<file path="src/rtl/alu_issue_queue_pkg.sv">
`default_nettype none
// ============================================================================
//  Module      : alu_issue_queue_pkg
//  Description : Shared ALU instruction word, opcode and issue-tag definitions.
//  Revision    : 1.0 - initial release
// ============================================================================
package alu_issue_queue_pkg;

    localparam int TAG_W_DEFAULT       = 8;
    localparam int ALU_LATENCY_DEFAULT = 1;

    typedef enum logic [2:0] {
        OP_ADD = 3'd0,
        OP_SUB = 3'd1,
        OP_AND = 3'd2,
        OP_OR  = 3'd3,
        OP_XOR = 3'd4
    } opcode_t;

    typedef struct packed {
        opcode_t    op;
        logic [7:0] a;
        logic [7:0] b;
    } instruction_t;

    typedef logic [TAG_W_DEFAULT-1:0] tag_t;

endpackage
`default_nettype wire

</file>
<file path="src/rtl/alu_tag_pipe.sv">
`default_nettype none
// ============================================================================
//  Module      : alu_tag_pipe
//  Description : Valid+tag delay line matching the ALU result latency.
//  Revision    : 1.0 - initial release
// ============================================================================
module alu_tag_pipe #(
    parameter int LATENCY = 1,
    parameter int TAG_W   = 8
) (
    input  logic             clock,
    input  logic             reset,
    input  logic             in_valid,
    input  logic [TAG_W-1:0] in_tag,
    output logic             out_valid,
    output logic [TAG_W-1:0] out_tag
);

    logic [LATENCY-1:0] r_valid;
    logic [TAG_W-1:0]   r_tag [LATENCY];

    // Only reset clears in-flight stages; a flush upstream lets them drain.
    always_ff @(posedge clock) begin
        if (reset) begin
            r_valid <= '0;
            for (int i = 0; i < LATENCY; i++) begin
                r_tag[i] <= '0;
            end
        end else begin
            r_valid[0] <= in_valid;
            r_tag[0]   <= in_tag;
            for (int i = 1; i < LATENCY; i++) begin
                r_valid[i] <= r_valid[i-1];
                r_tag[i]   <= r_tag[i-1];
            end
        end
    end

    assign out_valid = r_valid[LATENCY-1];
    assign out_tag   = r_tag[LATENCY-1];

endmodule
`default_nettype wire

</file>
<file path="src/rtl/alu_issue_queue.sv">
`default_nettype none
// ============================================================================
//  Module      : alu_issue_queue
//  Description : Circular instruction FIFO issuing tagged words to the ALU IW.
//  Revision    : 1.0 - initial release
// ============================================================================
module alu_issue_queue
    import alu_issue_queue_pkg::*;
#(
    parameter int DEPTH       = 8,
    parameter int ALU_LATENCY = ALU_LATENCY_DEFAULT,
    parameter int TAG_W       = TAG_W_DEFAULT
) (
    input  logic                       clock,
    input  logic                       reset,
    input  logic                       in_valid,
    output logic                       in_ready,
    input  instruction_t               in_word,
    input  logic                       flush,
    input  logic                       issue_en,
    output instruction_t               IW,
    output logic                       iw_valid,
    output logic [TAG_W-1:0]           iw_tag,
    output logic                       result_valid,
    output logic [TAG_W-1:0]           result_tag,
    output logic [$clog2(DEPTH+1)-1:0] count
);

    localparam int c_ptr_w = $clog2(DEPTH);
    localparam int c_cnt_w = $clog2(DEPTH+1);

    instruction_t       r_mem [DEPTH];
    logic [c_ptr_w-1:0] r_wr_ptr;
    logic [c_ptr_w-1:0] r_rd_ptr;
    logic [c_cnt_w-1:0] r_count;
    instruction_t       r_iw;
    logic               r_iw_valid;
    logic [TAG_W-1:0]   r_iw_tag;
    logic [TAG_W-1:0]   r_next_tag;

    logic w_full;
    logic w_push;
    logic w_pop;

    assign w_full   = (r_count == c_cnt_w'(DEPTH));
    assign in_ready = !w_full;
    // Fullness is judged before any pop, so a full queue never takes a word.
    assign w_push   = in_valid && !w_full && !flush;
    assign w_pop    = (r_count != '0) && issue_en && !flush;

    always_ff @(posedge clock) begin
        if (w_push) begin
            r_mem[r_wr_ptr] <= in_word;
        end
    end

    always_ff @(posedge clock) begin
        if (reset) begin
            r_wr_ptr   <= '0;
            r_rd_ptr   <= '0;
            r_count    <= '0;
            r_iw       <= '0;
            r_iw_valid <= 1'b0;
            r_iw_tag   <= '0;
            r_next_tag <= '0;
        end else begin
            r_iw_valid <= w_pop;
            if (flush) begin
                r_wr_ptr <= '0;
                r_rd_ptr <= '0;
                r_count  <= '0;
            end else begin
                if (w_push) begin
                    r_wr_ptr <= r_wr_ptr + c_ptr_w'(1);
                end
                if (w_pop) begin
                    r_rd_ptr <= r_rd_ptr + c_ptr_w'(1);
                end
                r_count <= r_count + c_cnt_w'(w_push) - c_cnt_w'(w_pop);
            end
            // IW and its tag hold their last value on idle or flushed cycles.
            if (w_pop) begin
                r_iw       <= r_mem[r_rd_ptr];
                r_iw_tag   <= r_next_tag;
                r_next_tag <= r_next_tag + TAG_W'(1);
            end
        end
    end

    alu_tag_pipe #(
        .LATENCY (ALU_LATENCY),
        .TAG_W   (TAG_W)
    ) u_tag_pipe (
        .clock     (clock),
        .reset     (reset),
        .in_valid  (r_iw_valid),
        .in_tag    (r_iw_tag),
        .out_valid (result_valid),
        .out_tag   (result_tag)
    );

    assign IW       = r_iw;
    assign iw_valid = r_iw_valid;
    assign iw_tag   = r_iw_tag;
    assign count    = r_count;

endmodule
`default_nettype wire

</file>
<file path="config.mk">
export PLATFORM = sky130hd
export DESIGN_NAME = alu_issue_queue
export DESIGN_NICKNAME = d
export VERILOG_FILES = /design/src/rtl/alu_issue_queue_pkg.sv /design/src/rtl/alu_tag_pipe.sv /design/src/rtl/alu_issue_queue.sv
export SDC_FILE = /design/constraint.sdc
export NUM_CORES = 1
export LEC_CHECK = 0
export CAP_MARGIN = 20
export CORE_ASPECT_RATIO = 1.2
export CORE_MARGIN = 2
export CORE_UTILIZATION = 50
export CTS_CLUSTER_SIZE = 25
export DETAILED_ROUTE_END_ITERATION = 6
export PLACE_DENSITY = 0.79
export REMOVE_ABC_BUFFERS = 1
export SLEW_MARGIN = 20
export SYNTH_ARGS = -nofsm -noshare
export SYNTH_HDL_FRONTEND = slang
export SYNTH_SLANG_ARGS = --single-unit
</file>
<file path="constraint.sdc">
create_clock -name clock -period 3.2 [get_ports clock]
set_clock_uncertainty 0.05 [all_clocks]
set_input_delay 0.64 -clock clock [delete_from_list [all_inputs] [get_ports clock]]
set_output_delay 0.64 -clock clock [all_outputs]
set_load 0.005 [all_outputs]
</file>
After elaboration in Yosys (flattened, before gate mapping)

Memories as Yosys holds them, arrays and structs flattened. A register that Yosys moved wholly into a read port is not among the register bits.
Cells that the tools add are included.

Equality and inequality tests: 1
Reduce and logical (&&, ||, !) cells: 9
Add/subtract/negate cells: 5
Muxes and demuxes: 7

Operator list:

| cell                  | count |
|---|---|
| $add A8 B1 Y8 const B | 1 |
| $mux W8               | 1 |
| $reduce_or A8 Y1      | 1 |
| $add A3 B1 Y3 const B | 2 |
| $mux W1               | 6 |
| $add A4 B1 Y4         | 1 |
| $eq A4 B4 Y1 const B  | 1 |
| $logic_and A1 B1 Y1   | 4 |
| $reduce_bool A4 Y1    | 1 |
| $sub A4 B1 Y4         | 1 |
| $logic_not A1 Y1      | 2 |
| $reduce_or A2 Y1      | 1 |

Memories kept: 2
Bits in registers: 28
Memory bits (writable): 160
Bits of input ports: 24
Output and inout bits: 42
Word-level logic and storage cells: 31

Memories:

| name             | words | width | rd ports | clocked after memory_dff | wr ports | RTL line              | text |
|---|---|---|---|---|---|---|---|
| r_mem            | 8     | 19    | 1        | 1                        | 1        | alu_issue_queue.sv:32 | `instruction_t r_mem [DEPTH];` |
| u_tag_pipe.r_tag | 1     | 8     | 1        | 0                        | 1        | alu_tag_pipe.sv:20    | `logic [TAG_W-1:0] r_tag [LATENCY];` |

Logic depth before layout (Yosys ltp)

Depth after elaboration: 6
Mapped depth: 14
Gate-level depth less buffers: 12

By module

From an unflattened synthesis, not the netlist that was laid out.

Cells, all modules: 454
Area, all modules: 7877.6 um^2

By module, submodules not included:

| module          | area each (um^2) | cells an instance | seq. area each (um^2) | times used |
|---|---|---|---|---|
| alu_issue_queue | 7641.1           | 436               | 5485.3                | 1 |
| alu_tag_pipe    | 236.5            | 18                | 180.2                 | 1 |

Worst setup path after synthesis

Ideal clock, no wire load.

Path type: flip-flop to flip-flop
From: register r_count[2], in the netlist count[2]
To: memory r_mem[0][0] (netlist bit), enable pin
Stages on the path, launching flop included: 8
Data arrival time: 2.662 ns
Setup time: 0.419 ns
Setup slack: 0.069 ns
Buffers on the path: 1
Path through: dfxtp_1 > inv_1 > ha_1 > or3b_1 > clkbuf_1 > nand3b_1 > or2_1 > nor3_1

Word-level cells in the longest chain between the ends: 6

Ends and longest elaborated chain:

| element                          | RTL line              | text |
|---|---|---|
| start: declaration               | alu_issue_queue.sv:35 | `logic [c_cnt_w-1:0] r_count;` |
| start signal: assignment         | alu_issue_queue.sv:79 | `r_count <= r_count + c_cnt_w'(w_push) - c_cnt_w'(w_pop);` |
| $eq A4 B4 Y1                     | alu_issue_queue.sv:45 | `assign w_full = (r_count == c_cnt_w'(DEPTH));` |
| $logic_not A1 Y1                 | -                     |  |
| net in_ready                     | alu_issue_queue.sv:17 | `output logic in_ready,` |
| $logic_and A1 B1 Y1 (2 in a row) | alu_issue_queue.sv:48 | `assign w_push = in_valid && !w_full && !flush;` |
| $mux W1                          | alu_issue_queue.sv:52 | `if (w_push) begin` |
| $mux W1 (not written as such)    | alu_issue_queue.sv:53 | `r_mem[r_wr_ptr] <= in_word;` |
| end: declaration                 | alu_issue_queue.sv:32 |  |

The timed path passes the listed nets, and every way through them passes these cells.

Worst setup path after layout

From: register r_count[2], in the netlist count[2]
To: output port in_ready

Word-level cells in the longest chain between the ends: 2

Ends and longest elaborated chain:

| element          | RTL line              | text |
|---|---|---|
| $eq A4 B4 Y1     | alu_issue_queue.sv:45 |  |
| $logic_not A1 Y1 | alu_issue_queue.sv:46 | `assign in_ready = !w_full;` |
| end: declaration | alu_issue_queue.sv:17 |  |

Every way passes these cells.

==> flow_metrics.tcl <==
set metrics [dict create \
    synth_top_area_share_pct 58.3 \
    rows 50 \
    cts_setup_buffers 0 \
    endpoint_kind "output port" \
    comb_power_share_pct 4.5 \
    sequentialPowerShare_pct 53.9 \
    reg2reg_depth 11 \
    worst_pin_slew_ns 0.577 \
    worstReg2RegStart "count[2]$_SDFF_PP0_" \
    synth-seq-cells 207 \
    max_stage_delay_ns 0.48 \
    cts_made_buffers 20 \
    n_antenna_cell 0 \
    cp-endpoint "in_ready" \
    hold_class "reg2reg" \
    grt_pass1_vias 4253 \
    dpl_cell_area_mm2 0.00875 \
    wl_per_cell_um 19.9 \
    overflow 0 \
    nets 549 \
    core_mm2 0.0155 \
    grt_pass1_wl_mm 23.1 \
    crit_chain "inv_1, ha_1, or3b_1, clkdlybuf4s50_1" \
    synth_edf_count 152 \
    fin_area_mm2 0.00939 \
    viasPerCell 5.59 \
    p_per_area_mw_per_mm2 581 \
    setup_tns_ns 0 \
    drt-total-wl_mm 14.7 \
    rsz0062_at_grt "false" \
    vias 4118 \
    ys_top_cells_by_area "edfxtp_1 (58%), dfxtp_1 (14%), mux4_2 (11%)" \
    cp.required_ns 2.51 \
    drc 0 \
    slew_headroom_pct 61.5 \
    place_ws_ns 0.304 \
    regToRegSetupSlack_ns 0.72 \
    path_clk_slew_ns 0.06 \
    place.gp.congestion 0.773 \
    cts_resized 0 \
    fmax_ghz 0.378 \
    antenna_found_initial 0 \
    port-buffer-count 65 \
    pin_count 66 \
    clock_latency_ns 0.49 \
    switchingPower_mw 1.07 \
    grt_max_degree 41 \
    cts_tree "done" \
    p_clk_share_pct 41.6 \
    p_int_mw 4.39 \
    cp_max_fo 6 \
    synthTopCellsByCount "edfxtp_1 (152), dfxtp_1 (55), mux4_2 (38)" \
    fin_crit_sh_pct 82.6 \
    synth_most_common_cell "edfxtp_1" \
    p_sw_share_pct 19.6 \
    p_leak_nw 3.13 \
    fin_hold_ws_ns 0.411 \
    setup_slack_ns 0.556 \
    final_antenna_net_count 0 \
    syn_inst 434 \
    syn_area_per_cell_um2 18.0 \
    placedCellCount 701 \
    start_util_pct 50.7 \
    cts.root.buffer_cell "clkbuf_16" \
    clockBufferDepth 3 \
    dr.pass1.iters 5 \
    worst_path_max_delay_cell "clkdlybuf4s50_1" \
    grt_use_total_pct 18.0 \
    final_hold_viol_count 0 \
    startpoint_type "flip-flop" \
    critPathKind "reg2out" \
    outcome "finished clean" \
    die-area_mm2 0.0167 \
    seq_area_frac_synth_pct 72.3 \
    yosys.area.top_type "edfxtp_1" \
    cap_violations 0 \
    cts_max_level 1 \
    min_period_ns 2.64 \
    synthArstFlopShare_pct 0 \
    ctsHoldBuffers 0 \
    power_mw 5.45 \
    post_route_cells_drive_above_1_share_pct 17.4 \
    synth_flop_cell "edfxtp_1" \
    hpwlAfterDp_mm 8.66 \
    final_max_slew_viol_count 0 \
    cts.sinks 207 \
    worstReg2RegEnd "count[2]$_SDFF_PP0_" \
    drt_iter0_drc 292 \
    synth.distinct_cells 41 \
    die_w_um 118 \
    finalSetupViolCount 0 \
    cp.arrival_ns 1.95 \
    synth_warnings 0 \
    area_delta_synth_final_pct 19.8 \
    vdd_drop_max_uv 378 \
    cp-startpoint "count[2]$_SDFF_PP0_" \
    final_core_util_pct 60.7 \
    finalNonFillerCells 737 \
    syn_area_mm2 0.00783 \
    fp.dieH_um 141 \
]
==> worst min-delay path by stage <==
stage | startpoint | to | slack [ns] | cells after the start
detailed placement | iw_valid$_SDFF_PP0_ | u_tag_pipe.out_valid$_SDFF_PP0_ | 0.41 | 1
global route | iw_valid$_SDFF_PP0_ | u_tag_pipe.out_valid$_SDFF_PP0_ | 0.42 | 1
CTS | iw_valid$_SDFF_PP0_ | u_tag_pipe.out_valid$_SDFF_PP0_ | 0.41 | 1
finish | iw_valid$_SDFF_PP0_ | u_tag_pipe.out_valid$_SDFF_PP0_ | 0.41 | 1
global placement | iw_valid$_SDFF_PP0_ | u_tag_pipe.out_valid$_SDFF_PP0_ | 0.40 | 1
floorplan | r_next_tag[7]$_SDFFE_PP0P_ | r_next_tag[7]$_SDFFE_PP0P_ | 0.40 | 2
==> cells by family (layout without fill, tap and decap cells) <==
group,after synthesis,after routing,synth area share (%)
DFF,207,207,72.3
AOI/OAI and AO/OA,37,37,3.45
buffers and inverters,29,124,1.98
adders and majority gates,10,10,1.69
and+or+nand+nor,84,84,6.07
muxes,57,57,13.4
xor gates and xnor gates,10,10,1.12
==> final cells by class <==
type	count	area [µm²]
Sequential cell	207	5670
Tap cell	208	260
Multi-Input combinational cell	198	2020
Clock buffer	29	578
Timing Repair Buffer	81	771
Inverter	7	26.3
Clock inverter	7	61.3
Fill cell	1135	6070
==> worst max-delay path, delay by kind of cell (launching register included) <==
kind	cells	cell delay, ns
AND/OR/NAND/NOR	1	0.44
buffers and inverters	2	0.57
adder cells (fa/ha/maj)	1	0.14
flip-flops	1	0.31
==> cell usage in the layout (no fill, tap or decap), types with 2 or more instances in the layout <==
cell             count
edfxtp_1           152
clkdlybuf4s50_1     65
dfxtp_1             54
mux4_2              38
clkbuf_16           22
nand2b_1            21
mux2i_1             19
a22oi_1             19
nor2_1              17
buf_4               16
nand2_1             11
nor2b_1              9
ha_1                 9
a21oi_1              7
xor2_1               7
o22a_1               7
clkbuf_1             6
inv_1                5
nand3_1              4
and2_1               4
clkinv_2             4
xnor2_1              3
nand4_1              3
or3b_1               2
inv_2                2
nand4b_1             2
nor3_2               2
o31ai_1              2
or4_1                2
==> metal layers <==
| metal | up-vias | global-route usage [%] | share of wire, % |
|---|---|---|---|
| li1 | 1852 | - | - |
| met1 | 2108 | 22.0 | 39 |
| met2 | 128 | 32.6 | 53 |
| met3 | 30 | 2.59 | 5.3 |
| met4 | 0 | 6.34 | 2.3 |
| met5 | - | 0 | 0 |
==> flip-flops by register name, summed over array words and instances, names as in the netlist <==
register              count
r_rd_ptr                  3
u_tag_pipe.r_tag          8
r_mem                   152
iw_valid                  1
count                     4
r_next_tag                8
u_tag_pipe.out_valid      1
iw_tag                    8
IW                       19
r_wr_ptr                  3
==> power groups by stage <==
stage	logic [mW]	registers, mW	clock network (mW)
after floorplan	0.102	3.00	0
after global placement	0.239	2.99	0
after detailed placement	0.249	3.00	0
after CTS	0.250	2.94	2.32
after global routing	0.269	2.94	2.41
final	0.246	2.94	2.27
Power figures use the tool's default switching activity.
